$ cat src/rtl/lstm_train_sequencer_if.sv
// lstm_train_sequencer_if
// Groups the controller-side handshake, the run programming inputs and the
// LSTM array control outputs of lstm_train_sequencer.
//   start, abort          : run request / run termination (controller -> sequencer)
//   num_iter, compute_len : run programming, latched on accepted start
//   pause                 : COMPUTE hold, only with LSTM_SEQ_PAUSE_EN defined
//   busy, done            : run status back to the controller
//   arr_rst, load, sel    : LSTM array reset, weight-load strobe, weight source
//   iter, phase_cnt       : current round index and compute-phase cycle count
// modport master: training controller side; modport slave: the sequencer.
interface lstm_train_sequencer_if #(
    parameter int CNT_W = 16
);
    logic             start;
    logic             abort;
    logic [CNT_W-1:0] num_iter;
    logic [CNT_W-1:0] compute_len;
`ifdef LSTM_SEQ_PAUSE_EN
    logic             pause;
`endif
    logic             busy;
    logic             done;
    logic             arr_rst;
    logic             load;
    logic             sel;
    logic [CNT_W-1:0] iter;
    logic [CNT_W-1:0] phase_cnt;

    modport master (
        output start, abort, num_iter, compute_len,
`ifdef LSTM_SEQ_PAUSE_EN
        output pause,
`endif
        input  busy, done, arr_rst, load, sel, iter, phase_cnt
    );

    modport slave (
        input  start, abort, num_iter, compute_len,
`ifdef LSTM_SEQ_PAUSE_EN
        input  pause,
`endif
        output busy, done, arr_rst, load, sel, iter, phase_cnt
    );
endinterface

$ cat src/rtl/lstm_train_sequencer.sv
// lstm_train_sequencer
// Generates the reset / compute / weight-load / select pattern for the LSTM
// array over a programmable number of training rounds. Round 0 loads initial
// weights (sel=0), later rounds load back-propagated weights (sel=1).
// Ports:
//   clk : system clock, rising edge
//   rst : asynchronous active-low reset
//   bus : lstm_train_sequencer_if.slave (start/abort/num_iter/compute_len in,
//         busy/done/arr_rst/load/sel/iter/phase_cnt out)
// Optional feature: define LSTM_SEQ_PAUSE_EN to add bus.pause, which freezes
// the COMPUTE phase while high.
// All outputs are registered: next-state logic also produces next output
// values, so every output changes only at a clock edge (or on reset).
module lstm_train_sequencer #(
    parameter int CNT_W        = 16,
    parameter int DEF_COMPUTE  = 44,
    parameter int CLEAR_CYCLES = 1
) (
    input  logic                  clk,
    input  logic                  rst,
    lstm_train_sequencer_if.slave bus
);

    typedef enum logic [2:0] {
        S_IDLE,
        S_CLEAR,
        S_COMPUTE,
        S_LOAD,
        S_DONE
    } state_t;

    state_t           state_q, state_d;
    logic [CNT_W-1:0] clr_q, clr_d;
    logic [CNT_W-1:0] phase_q, phase_d;
    logic [CNT_W-1:0] iter_q, iter_d;
    logic [CNT_W-1:0] niter_q, niter_d;
    logic [CNT_W-1:0] len_q, len_d;
    logic             busy_q, busy_d;
    logic             done_q, done_d;
    logic             arr_rst_q, arr_rst_d;
    logic             load_q, load_d;
    logic             sel_q, sel_d;
    logic             pause_w;

`ifdef LSTM_SEQ_PAUSE_EN
    assign pause_w = bus.pause;
`else
    assign pause_w = 1'b0;
`endif

    always_comb begin
        state_d = state_q;
        clr_d   = clr_q;
        phase_d = phase_q;
        iter_d  = iter_q;
        niter_d = niter_q;
        len_d   = len_q;

        case (state_q)
            S_IDLE: begin
                if (bus.start && !bus.abort) begin
                    state_d = S_CLEAR;
                    niter_d = bus.num_iter;
                    len_d   = (bus.compute_len == '0) ? CNT_W'(DEF_COMPUTE)
                                                      : bus.compute_len;
                    iter_d  = '0;
                    clr_d   = '0;
                    phase_d = '0;
                end
            end
            S_CLEAR: begin
                if (clr_q == CNT_W'(CLEAR_CYCLES - 1)) begin
                    state_d = (niter_q != '0) ? S_COMPUTE : S_DONE;
                end else begin
                    clr_d = clr_q + 1'b1;
                end
            end
            S_COMPUTE: begin
                if (!pause_w) begin
                    if (phase_q == len_q - 1'b1) begin
                        state_d = S_LOAD;
                        phase_d = '0;
                    end else begin
                        phase_d = phase_q + 1'b1;
                    end
                end
            end
            S_LOAD: begin
                if (iter_q == niter_q - 1'b1) begin
                    state_d = S_DONE;
                end else begin
                    iter_d  = iter_q + 1'b1;
                    state_d = S_COMPUTE;
                end
            end
            S_DONE:  state_d = S_IDLE;
            default: state_d = S_IDLE;
        endcase

        // Abort wins over every in-run transition, including a paused COMPUTE.
        if (state_q != S_IDLE && bus.abort) begin
            state_d = S_IDLE;
        end

        if (state_d == S_IDLE) begin
            iter_d  = '0;
            phase_d = '0;
        end

        // Registered Moore outputs are decoded from the state being entered.
        busy_d    = (state_d != S_IDLE);
        done_d    = (state_d == S_DONE);
        arr_rst_d = (state_d == S_CLEAR);
        load_d    = (state_d == S_LOAD);
        sel_d     = (state_d == S_LOAD) && (iter_d != '0);
    end

    always_ff @(posedge clk or negedge rst) begin
        if (!rst) begin
            state_q   <= S_IDLE;
            clr_q     <= '0;
            phase_q   <= '0;
            iter_q    <= '0;
            niter_q   <= '0;
            len_q     <= '0;
            busy_q    <= 1'b0;
            done_q    <= 1'b0;
            arr_rst_q <= 1'b0;
            load_q    <= 1'b0;
            sel_q     <= 1'b0;
        end else begin
            state_q   <= state_d;
            clr_q     <= clr_d;
            phase_q   <= phase_d;
            iter_q    <= iter_d;
            niter_q   <= niter_d;
            len_q     <= len_d;
            busy_q    <= busy_d;
            done_q    <= done_d;
            arr_rst_q <= arr_rst_d;
            load_q    <= load_d;
            sel_q     <= sel_d;
        end
    end

    assign bus.busy      = busy_q;
    assign bus.done      = done_q;
    assign bus.arr_rst   = arr_rst_q;
    assign bus.load      = load_q;
    assign bus.sel       = sel_q;
    assign bus.iter      = iter_q;
    assign bus.phase_cnt = phase_q;

endmodule

$ cat src/flat_wrapper.sv
// flat-port wrapper written by rule: the top's interface ports become plain ports
module lstm_train_sequencer_flat 
#(
    parameter int CNT_W        = 16,
    parameter int DEF_COMPUTE  = 44,
    parameter int CLEAR_CYCLES = 1
)
  (clk, rst, bus_start, bus_abort, bus_num_iter, bus_compute_len, bus_busy, bus_done, bus_arr_rst, bus_load, bus_sel, bus_iter, bus_phase_cnt);
  lstm_train_sequencer_if #(.CNT_W(CNT_W)) bus_i ();
  input  logic clk;
  input  logic rst;
  input wire logic [$bits(bus_i.start)-1:0] bus_start;
  input wire logic [$bits(bus_i.abort)-1:0] bus_abort;
  input wire logic [$bits(bus_i.num_iter)-1:0] bus_num_iter;
  input wire logic [$bits(bus_i.compute_len)-1:0] bus_compute_len;
  output wire logic [$bits(bus_i.busy)-1:0] bus_busy;
  output wire logic [$bits(bus_i.done)-1:0] bus_done;
  output wire logic [$bits(bus_i.arr_rst)-1:0] bus_arr_rst;
  output wire logic [$bits(bus_i.load)-1:0] bus_load;
  output wire logic [$bits(bus_i.sel)-1:0] bus_sel;
  output wire logic [$bits(bus_i.iter)-1:0] bus_iter;
  output wire logic [$bits(bus_i.phase_cnt)-1:0] bus_phase_cnt;
  assign bus_i.start = bus_start;
  assign bus_i.abort = bus_abort;
  assign bus_i.num_iter = bus_num_iter;
  assign bus_i.compute_len = bus_compute_len;
  assign bus_busy = bus_i.busy;
  assign bus_done = bus_i.done;
  assign bus_arr_rst = bus_i.arr_rst;
  assign bus_load = bus_i.load;
  assign bus_sel = bus_i.sel;
  assign bus_iter = bus_i.iter;
  assign bus_phase_cnt = bus_i.phase_cnt;
  lstm_train_sequencer #(.CNT_W(CNT_W), .DEF_COMPUTE(DEF_COMPUTE), .CLEAR_CYCLES(CLEAR_CYCLES)) u_core (.clk(clk), .rst(rst), .bus(bus_i));
endmodule
$ cat config.mk
export PLATFORM = sky130hd
export DESIGN_NAME = lstm_train_sequencer_flat
export DESIGN_NICKNAME = d
export VERILOG_FILES = /design/src/rtl/lstm_train_sequencer_if.sv /design/src/rtl/lstm_train_sequencer.sv /design/src/flat_wrapper.sv
export SDC_FILE = /design/constraint.sdc
export NUM_CORES = 1
export LEC_CHECK = 0
export CORE_UTILIZATION = 50
export CTS_BUF_LIST = sky130_fd_sc_hd__clkbuf_4 sky130_fd_sc_hd__clkbuf_8 sky130_fd_sc_hd__clkbuf_16
export DETAILED_ROUTE_END_ITERATION = 7
export PLACE_DENSITY = 0.84
export SYNTH_ARGS = -nofsm -noshare
export SYNTH_HDL_FRONTEND = slang
export SYNTH_SLANG_ARGS = --single-unit
$ cat constraint.sdc
create_clock -name clk -period 4.33 [get_ports clk]
set_input_delay 0.866 -clock clk [delete_from_list [all_inputs] [get_ports clk]]
set_output_delay 0.866 -clock clk [all_outputs]
set_load 0.03 [all_outputs]
==> results.cfg, run 1 <==
[run_status]
outcome = finished, final reports clean

[cts]
cts_buffers = 9
cts_max_level = 3
cts_setup_buffers = 0
cts_sinks = 88
cts_tree = yes
clkLatencyLatePin_ns = 0.39
cts_root_buffer = clkbuf_8
clockBufferDepth = 2
cts_hold_buf = 0
path_clk_slew_ns = 0.10
cts_resized = 0

[global_route]
grt_antenna_before_repair = 0
grt_pass1_vias = 5298
grt_pass1_wl_um = 25300
grt_usage_pct = 28.0
grt_max_degree = 70
grt_remaining_overflow = 0

[placement]
dp_hpwl_um = 11300
port_buffers = 72
globalplace.congestion = 0.943
place_inst = 862
pre_cts_slack_ns = 0.590

[pwr]
ir_worst_vdd_mv = 0.239
pwr-share-seq_pct = 41.9
p_int_mw = 1.69
comb_power_share_pct = 40.1
p_per_area_nw_per_um2 = 459
p_sw_mw = 1.33
leakage_nw = 2.82
swShare_pct = 44.0
clkPwrFrac_pct = 18.0

[synthesis]
synth_seq_cells = 88
avgSynthCellArea_um2 = 8.24
synth_nets = 721
synthCells = 679
async_flop_share_pct = 100
synth-edff-count = 0
ys.flop_type = dfrtp_1
yosys_warnings = 0
ys_types = 66
syn-cell-area_um2 = 5590
yosysSeqAreaShare_pct = 39.4

[floorplanning]
die_area_um2 = 11600
rows = 38
die_h_um = 108
core-area_um2 = 10900
start_util_pct = 51.4
die_x_um = 108
io_pins = 73

[detailed_routing]
drt_pass1_iterations = 5
routedWlPerCell_um = 17.9
vias = 5439
drt_wl_total_um = 15700
drtIter0Drc = 405
detail-route-antenna-nets = 0
drc_errors = 0
via_per_inst = 6.19

[timing]
tightest_slew_ns = 0.885
period_minus_slack_ns = 3.80
clock.fmax_ghz = 0.263
setup_ws_ns = 0.525
skew_ns = 0.0161
maxSlewViolCount = 0
rsz0062_at_grt = false
hold_viol = 0
max_slew_margin_pct = 41.0
setup_tns_ns = 0
setup_violations = 0
post-route-period-util_pct = 87.9

[worst_setup_path]
critPathLaunchType = flip-flop
endpoint_kind = flip-flop
critical_path_class = flip-flop to flip-flop
r2r-start = u_core.niter_q[3]$_DFFE_PN0P_
r2r_slack_ns = 0.53
rr_endpoint = u_core.bus.sel$_DFF_PN0_
arrival_ns = 4.05
critPathMaxFanout = 22
reg2reg_depth = 10
critPathRequiredTime_ns = 4.58

[layout]
final_cells = 878
nFillCells = 946
area_delta_synth_final_pct = 17.4
drive_gt1_share_pct = 5.56
layout_common_cells = nand2_1, dfrtp_1, clkdlybuf4s50_1, nor2_1, a21oi_1
diodes = 0
mostFrequentLayoutCell = nand2_1
nets = 775

[min_path]
hp-start = u_core.len_q[15]$_DFFE_PN0P_
min_path_type = flip-flop to flip-flop
whs_path_depth = 2
min_to = u_core.len_q[15]$_DFFE_PN0P_

[run]
maxCapViolCount = 0
-- per-stage QoR --
step / hold WS, ns / util (%) / total power [mW] / cell area [um2]
after floorplan: 0.465 / - / 2.09 / 5590
after global placement: 0.495 / 58.7 / 2.39 / 6390
after detailed placement: 0.503 / 58.7 / 2.45 / 6390
after CTS: 0.523 / 60.3 / 2.99 / 6570
after global routing: 0.533 / 60.3 / 3.21 / 6570
final: 0.520 / 60.3 / 3.01 / 6570
-- cells by family (layout without fill, tap and decap cells) --
family / after synthesis / after routing / synth area share, %
AND/OR/NAND/NOR: 346 / 346 / 31.6
buffers and inverters: 57 / 116 / 4.34
AO/OA/AOI/OAI: 133 / 133 / 15.3
flip-flops: 88 / 88 / 39.4
adder cells (fa/ha/maj): 6 / 6 / 1.34
multiplexers: 3 / 3 / 0.582
XOR/XNOR: 46 / 46 / 7.45
-- flip-flops by register name, summed over array words and instances (netlist names) --
name,flops
u_core.bus.busy,1
u_core.bus.iter,16
u_core.clr_q,16
u_core.state_q,3
u_core.bus.done,1
u_core.bus.sel,1
u_core.bus.arr_rst,1
u_core.bus.load,1
u_core.len_q,16
u_core.niter_q,16
u_core.bus.phase_cnt,16
-- how the worst max path moves through the flow --
stage,depth (start not counted),end,start,slack (ns)
finish,10,u_core.bus.sel$_DFF_PN0_,u_core.niter_q[3]$_DFFE_PN0P_,0.53
global route,10,u_core.bus.sel$_DFF_PN0_,u_core.niter_q[3]$_DFFE_PN0P_,0.17
CTS,10,u_core.bus.sel$_DFF_PN0_,u_core.niter_q[3]$_DFFE_PN0P_,0.58
detailed placement,10,u_core.bus.sel$_DFF_PN0_,u_core.niter_q[3]$_DFFE_PN0P_,0.59
global placement,10,u_core.bus.sel$_DFF_PN0_,u_core.niter_q[3]$_DFFE_PN0P_,0.67
floorplan,13,u_core.bus.sel$_DFF_PN0_,u_core.bus.iter[8]$_DFF_PN0_,0.82
-- cells in the mapped netlist (2+ instances only) --
library cell | count | area [um2]
o2111ai_1 | 2 | 17.5
nor4_2 | 2 | 25.0
mux2_1 | 2 | 22.5
o31ai_1 | 5 | 37.5
nand2_1 | 116 | 435
dfrtp_1 | 88 | 2200
o21bai_1 | 3 | 22.5
and3_1 | 26 | 163
o21ai_0 | 27 | 135
nand3b_1 | 10 | 75.1
nand2b_1 | 7 | 43.8
a221oi_1 | 3 | 26.3
nor3b_1 | 9 | 67.6
xnor2_1 | 21 | 184
ha_1 | 6 | 75.1
o211ai_1 | 8 | 60.1
nor3_1 | 12 | 60.1
nor2b_1 | 12 | 75.1
and3b_1 | 2 | 17.5
nor4b_1 | 3 | 26.3
nand4_1 | 15 | 93.8
inv_1 | 18 | 67.6
o21ai_1 | 19 | 95.1
buf_6 | 3 | 33.8
or4_4 | 3 | 33.8
buf_2 | 4 | 20.0
o22a_1 | 3 | 26.3
a211oi_1 | 4 | 30.0
nand3_1 | 24 | 120
xor2_1 | 24 | 210
a21oi_1 | 28 | 140
a211o_1 | 3 | 26.3
and2_1 | 8 | 50.1
nor2_1 | 59 | 221
o31a_1 | 2 | 17.5
or2_2 | 4 | 25.0
nor4_1 | 15 | 93.8
a22oi_1 | 3 | 22.5
or2_1 | 2 | 12.5
and4_1 | 3 | 26.3
or3_1 | 7 | 43.8
clkbuf_1 | 29 | 109
or4_1 | 5 | 37.5
a31oi_1 | 8 | 50.1
-- metal layers --
metal  track usage (%)  part of all wire, %  wire length [um]  up-vias
met4              10.7                  2.6               414        0
met2              44.4                   47              7310      261
met3              7.75                  7.8              1230       50
li1                  -                    -                 -     2511
met1              36.3                   43              6730     2617
met5                 0                    0                 0        -
-- power by group through the flow --
stage	clock network [mW]	registers, mW	logic, mW
floorplan	0	1.15	0.937
global placement	0	1.25	1.14
detailed placement	0	1.26	1.19
CTS	0.551	1.25	1.19
global route	0.585	1.29	1.34
finish	0.542	1.26	1.21
-- layout make-up --
type | count | area (um2) | area share [%]
multi-input cells | 534 | 3150 | 48.0
flip-flops and latches | 88 | 2200 | 33.5
repair buffers | 81 | 786 | 12.0
well taps | 140 | 175 | 2.67
clock buffers | 9 | 124 | 1.89
inverters | 19 | 71.3 | 1.09
clock inverters | 7 | 55.1 | 0.839
-- worst max-delay path, cell delays in order (launching register included) --
cell     delay [ns]
dfrtp_1        0.49
nor4_2         0.65
nand2_1        0.24
nor4_1         0.40
o21ai_1        0.10
or4_4          0.67
nor4b_1        0.20
a211o_1        0.29
a221o_1        0.28
o41ai_2        0.20
a41oi_1        0.15
(Power assumes the default switching activity.)
==> inputs of run 2 (changes only) <==
--- a/config.mk
+++ b/config.mk
@@ -9,6 +9,7 @@
 export CTS_BUF_LIST = sky130_fd_sc_hd__clkbuf_4 sky130_fd_sc_hd__clkbuf_8 sky130_fd_sc_hd__clkbuf_16
 export DETAILED_ROUTE_END_ITERATION = 7
 export PLACE_DENSITY = 0.84
+export REMOVE_ABC_BUFFERS = 1
 export SYNTH_ARGS = -nofsm -noshare
 export SYNTH_HDL_FRONTEND = slang
 export SYNTH_SLANG_ARGS = --single-unit
==> results.cfg, run 2 (synthesis results as in run 1) <==
[cts]
cts_sinks = 88
path_clk_slew_ns = 0.09
cts_buffers = 9
cts_setup_buffers = 0
cts_tree = yes
clockBufferDepth = 2
cts_resized = 0
clkLatencyLatePin_ns = 0.38
cts_hold_buf = 0
cts_root_buffer = clkbuf_8
cts_max_level = 3

[worst_setup_path]
arrival_ns = 4.17
reg2reg_depth = 11
r2r_slack_ns = 0.42
critPathLaunchType = flip-flop
critPathMaxFanout = 13
rr_endpoint = u_core.bus.phase_cnt[11]$_DFFE_PN0P_
critical_path_class = flip-flop to flip-flop
r2r-start = u_core.len_q[3]$_DFFE_PN0P_
endpoint_kind = flip-flop
critPathRequiredTime_ns = 4.59

[placement]
dp_hpwl_um = 10600
place_inst = 862
pre_cts_slack_ns = 0.560
place_area_um2 = 6390
port_buffers = 72
globalplace.congestion = 0.911

[pwr]
p_per_area_nw_per_um2 = 470
leakage_nw = 2.85
ir_worst_vdd_mv = 0.257

[layout]
area_delta_synth_final_pct = 18.3
drive_gt1_share_pct = 5.69
fin_util_pct = 60.8
layout_common_cells = nand2_1, dfrtp_1, clkdlybuf4s50_1, nor2_1, a21oi_1
diodes = 0
nets = 775
mostFrequentLayoutCell = nand2_1
final_cells = 878
design_area_um2 = 6620

[timing]
hold_viol = 0
max_slew_margin_pct = 42.2
skew_ns = 0.0160
clock.fmax_ghz = 0.255
rsz0062_at_grt = false
post-route-period-util_pct = 90.4
setup_tns_ns = 0
maxSlewViolCount = 0
period_minus_slack_ns = 3.91
setup_violations = 0
tightest_slew_ns = 0.867
setup_ws_ns = 0.416

[detailed_routing]
vias = 5227
drt_wl_total_um = 14700
drc_errors = 0
routedWlPerCell_um = 16.8
drt_pass1_iterations = 5
detail-route-antenna-nets = 0
via_per_inst = 5.95
drtIter0Drc = 345

[floorplanning]
rows = 38
die_area_um2 = 11600
die_h_um = 108
io_pins = 73
die_x_um = 108
start_util_pct = 51.4
core-area_um2 = 10900

[global_route]
grt_pass1_wl_um = 24400
grt_antenna_before_repair = 0
grt_pass1_vias = 4932
grt_max_degree = 70
grt_remaining_overflow = 0
grt_usage_pct = 26.8

[run_status]
outcome = finished, final reports clean

[min_path]
hp-start = u_core.len_q[15]$_DFFE_PN0P_
min_path_type = flip-flop to flip-flop
min_to = u_core.len_q[15]$_DFFE_PN0P_
whs_path_depth = 2

[run]
maxCapViolCount = 0
[run 2: cell count changes in the layout (fill, tap and decap cells not counted), sizes merged]
cell / change
bufinv: +2
clkinv: -2
clkinvlp: -2
clkbuf: +1
inv: +1
[run 2: stage by stage]
| step | total power [mW] | hold slack (ns) |
|---|---|---|
| finish | 3.11 | 0.542 |
| detailed placement | 2.41 | 0.515 |
| floorplan | 2.03 | 0.465 |
| global route | 3.32 | 0.571 |
| global placement | 2.38 | 0.507 |
| CTS | 3.09 | 0.534 |
[run 2: routing by layer]
metal / routed length, um / global-route usage [%] / up-vias
met5: 0 / 0 / -
met4: 197 / 8.12 / 0
met3: 1120 / 4.24 / 21
met2: 6860 / 42.1 / 212
met1: 6550 / 38.0 / 2481
li1: - / - / 2513
[run 2: worst max path at each step]
stage               slack, ns                     startpoint                                    to  depth (start not counted)
CTS                      0.51  u_core.niter_q[3]$_DFFE_PN0P_              u_core.bus.sel$_DFF_PN0_                         10
finish                   0.42    u_core.len_q[3]$_DFFE_PN0P_  u_core.bus.phase_cnt[11]$_DFFE_PN0P_                         11
global route             0.10    u_core.len_q[3]$_DFFE_PN0P_  u_core.bus.phase_cnt[14]$_DFFE_PN0P_                         11
floorplan                0.40                      bus_start              u_core.bus.sel$_DFF_PN0_                          8
global placement         0.70  u_core.niter_q[7]$_DFFE_PN0P_              u_core.bus.sel$_DFF_PN0_                         10
detailed placement       0.56  u_core.niter_q[3]$_DFFE_PN0P_              u_core.bus.sel$_DFF_PN0_                         10
[run 2: report_power, final]
group	switching, mW	internal [mW]	total, mW
sequential	0.266	0.984	1.25
clock	0.335	0.341	0.676
combinational	0.698	0.485	1.18
total	1.30	1.81	3.11
[run 2: worst max-delay path, cell delays in order, from the launching register on]
cell and delay [ns]:
dfrtp_1 0.51, or4_1 0.69, or3_1 0.38, a2111oi_0 0.41, o21ai_1 0.15, a221oi_1 0.42, nand4_1 0.19, nand3_1 0.48
buf_4 0.27, nor2_1 0.06, o21ai_1 0.15, a21oi_1 0.09
[run 2: cell type report]
class	count	area (um2)
flip-flops and latches	88	2200
inverters	19	71.3
well taps	140	175
clock buffers	10	131
repair buffers	81	786
clock inverters	6	97.6
multi-input cells	534	3150
fillers	968	4270
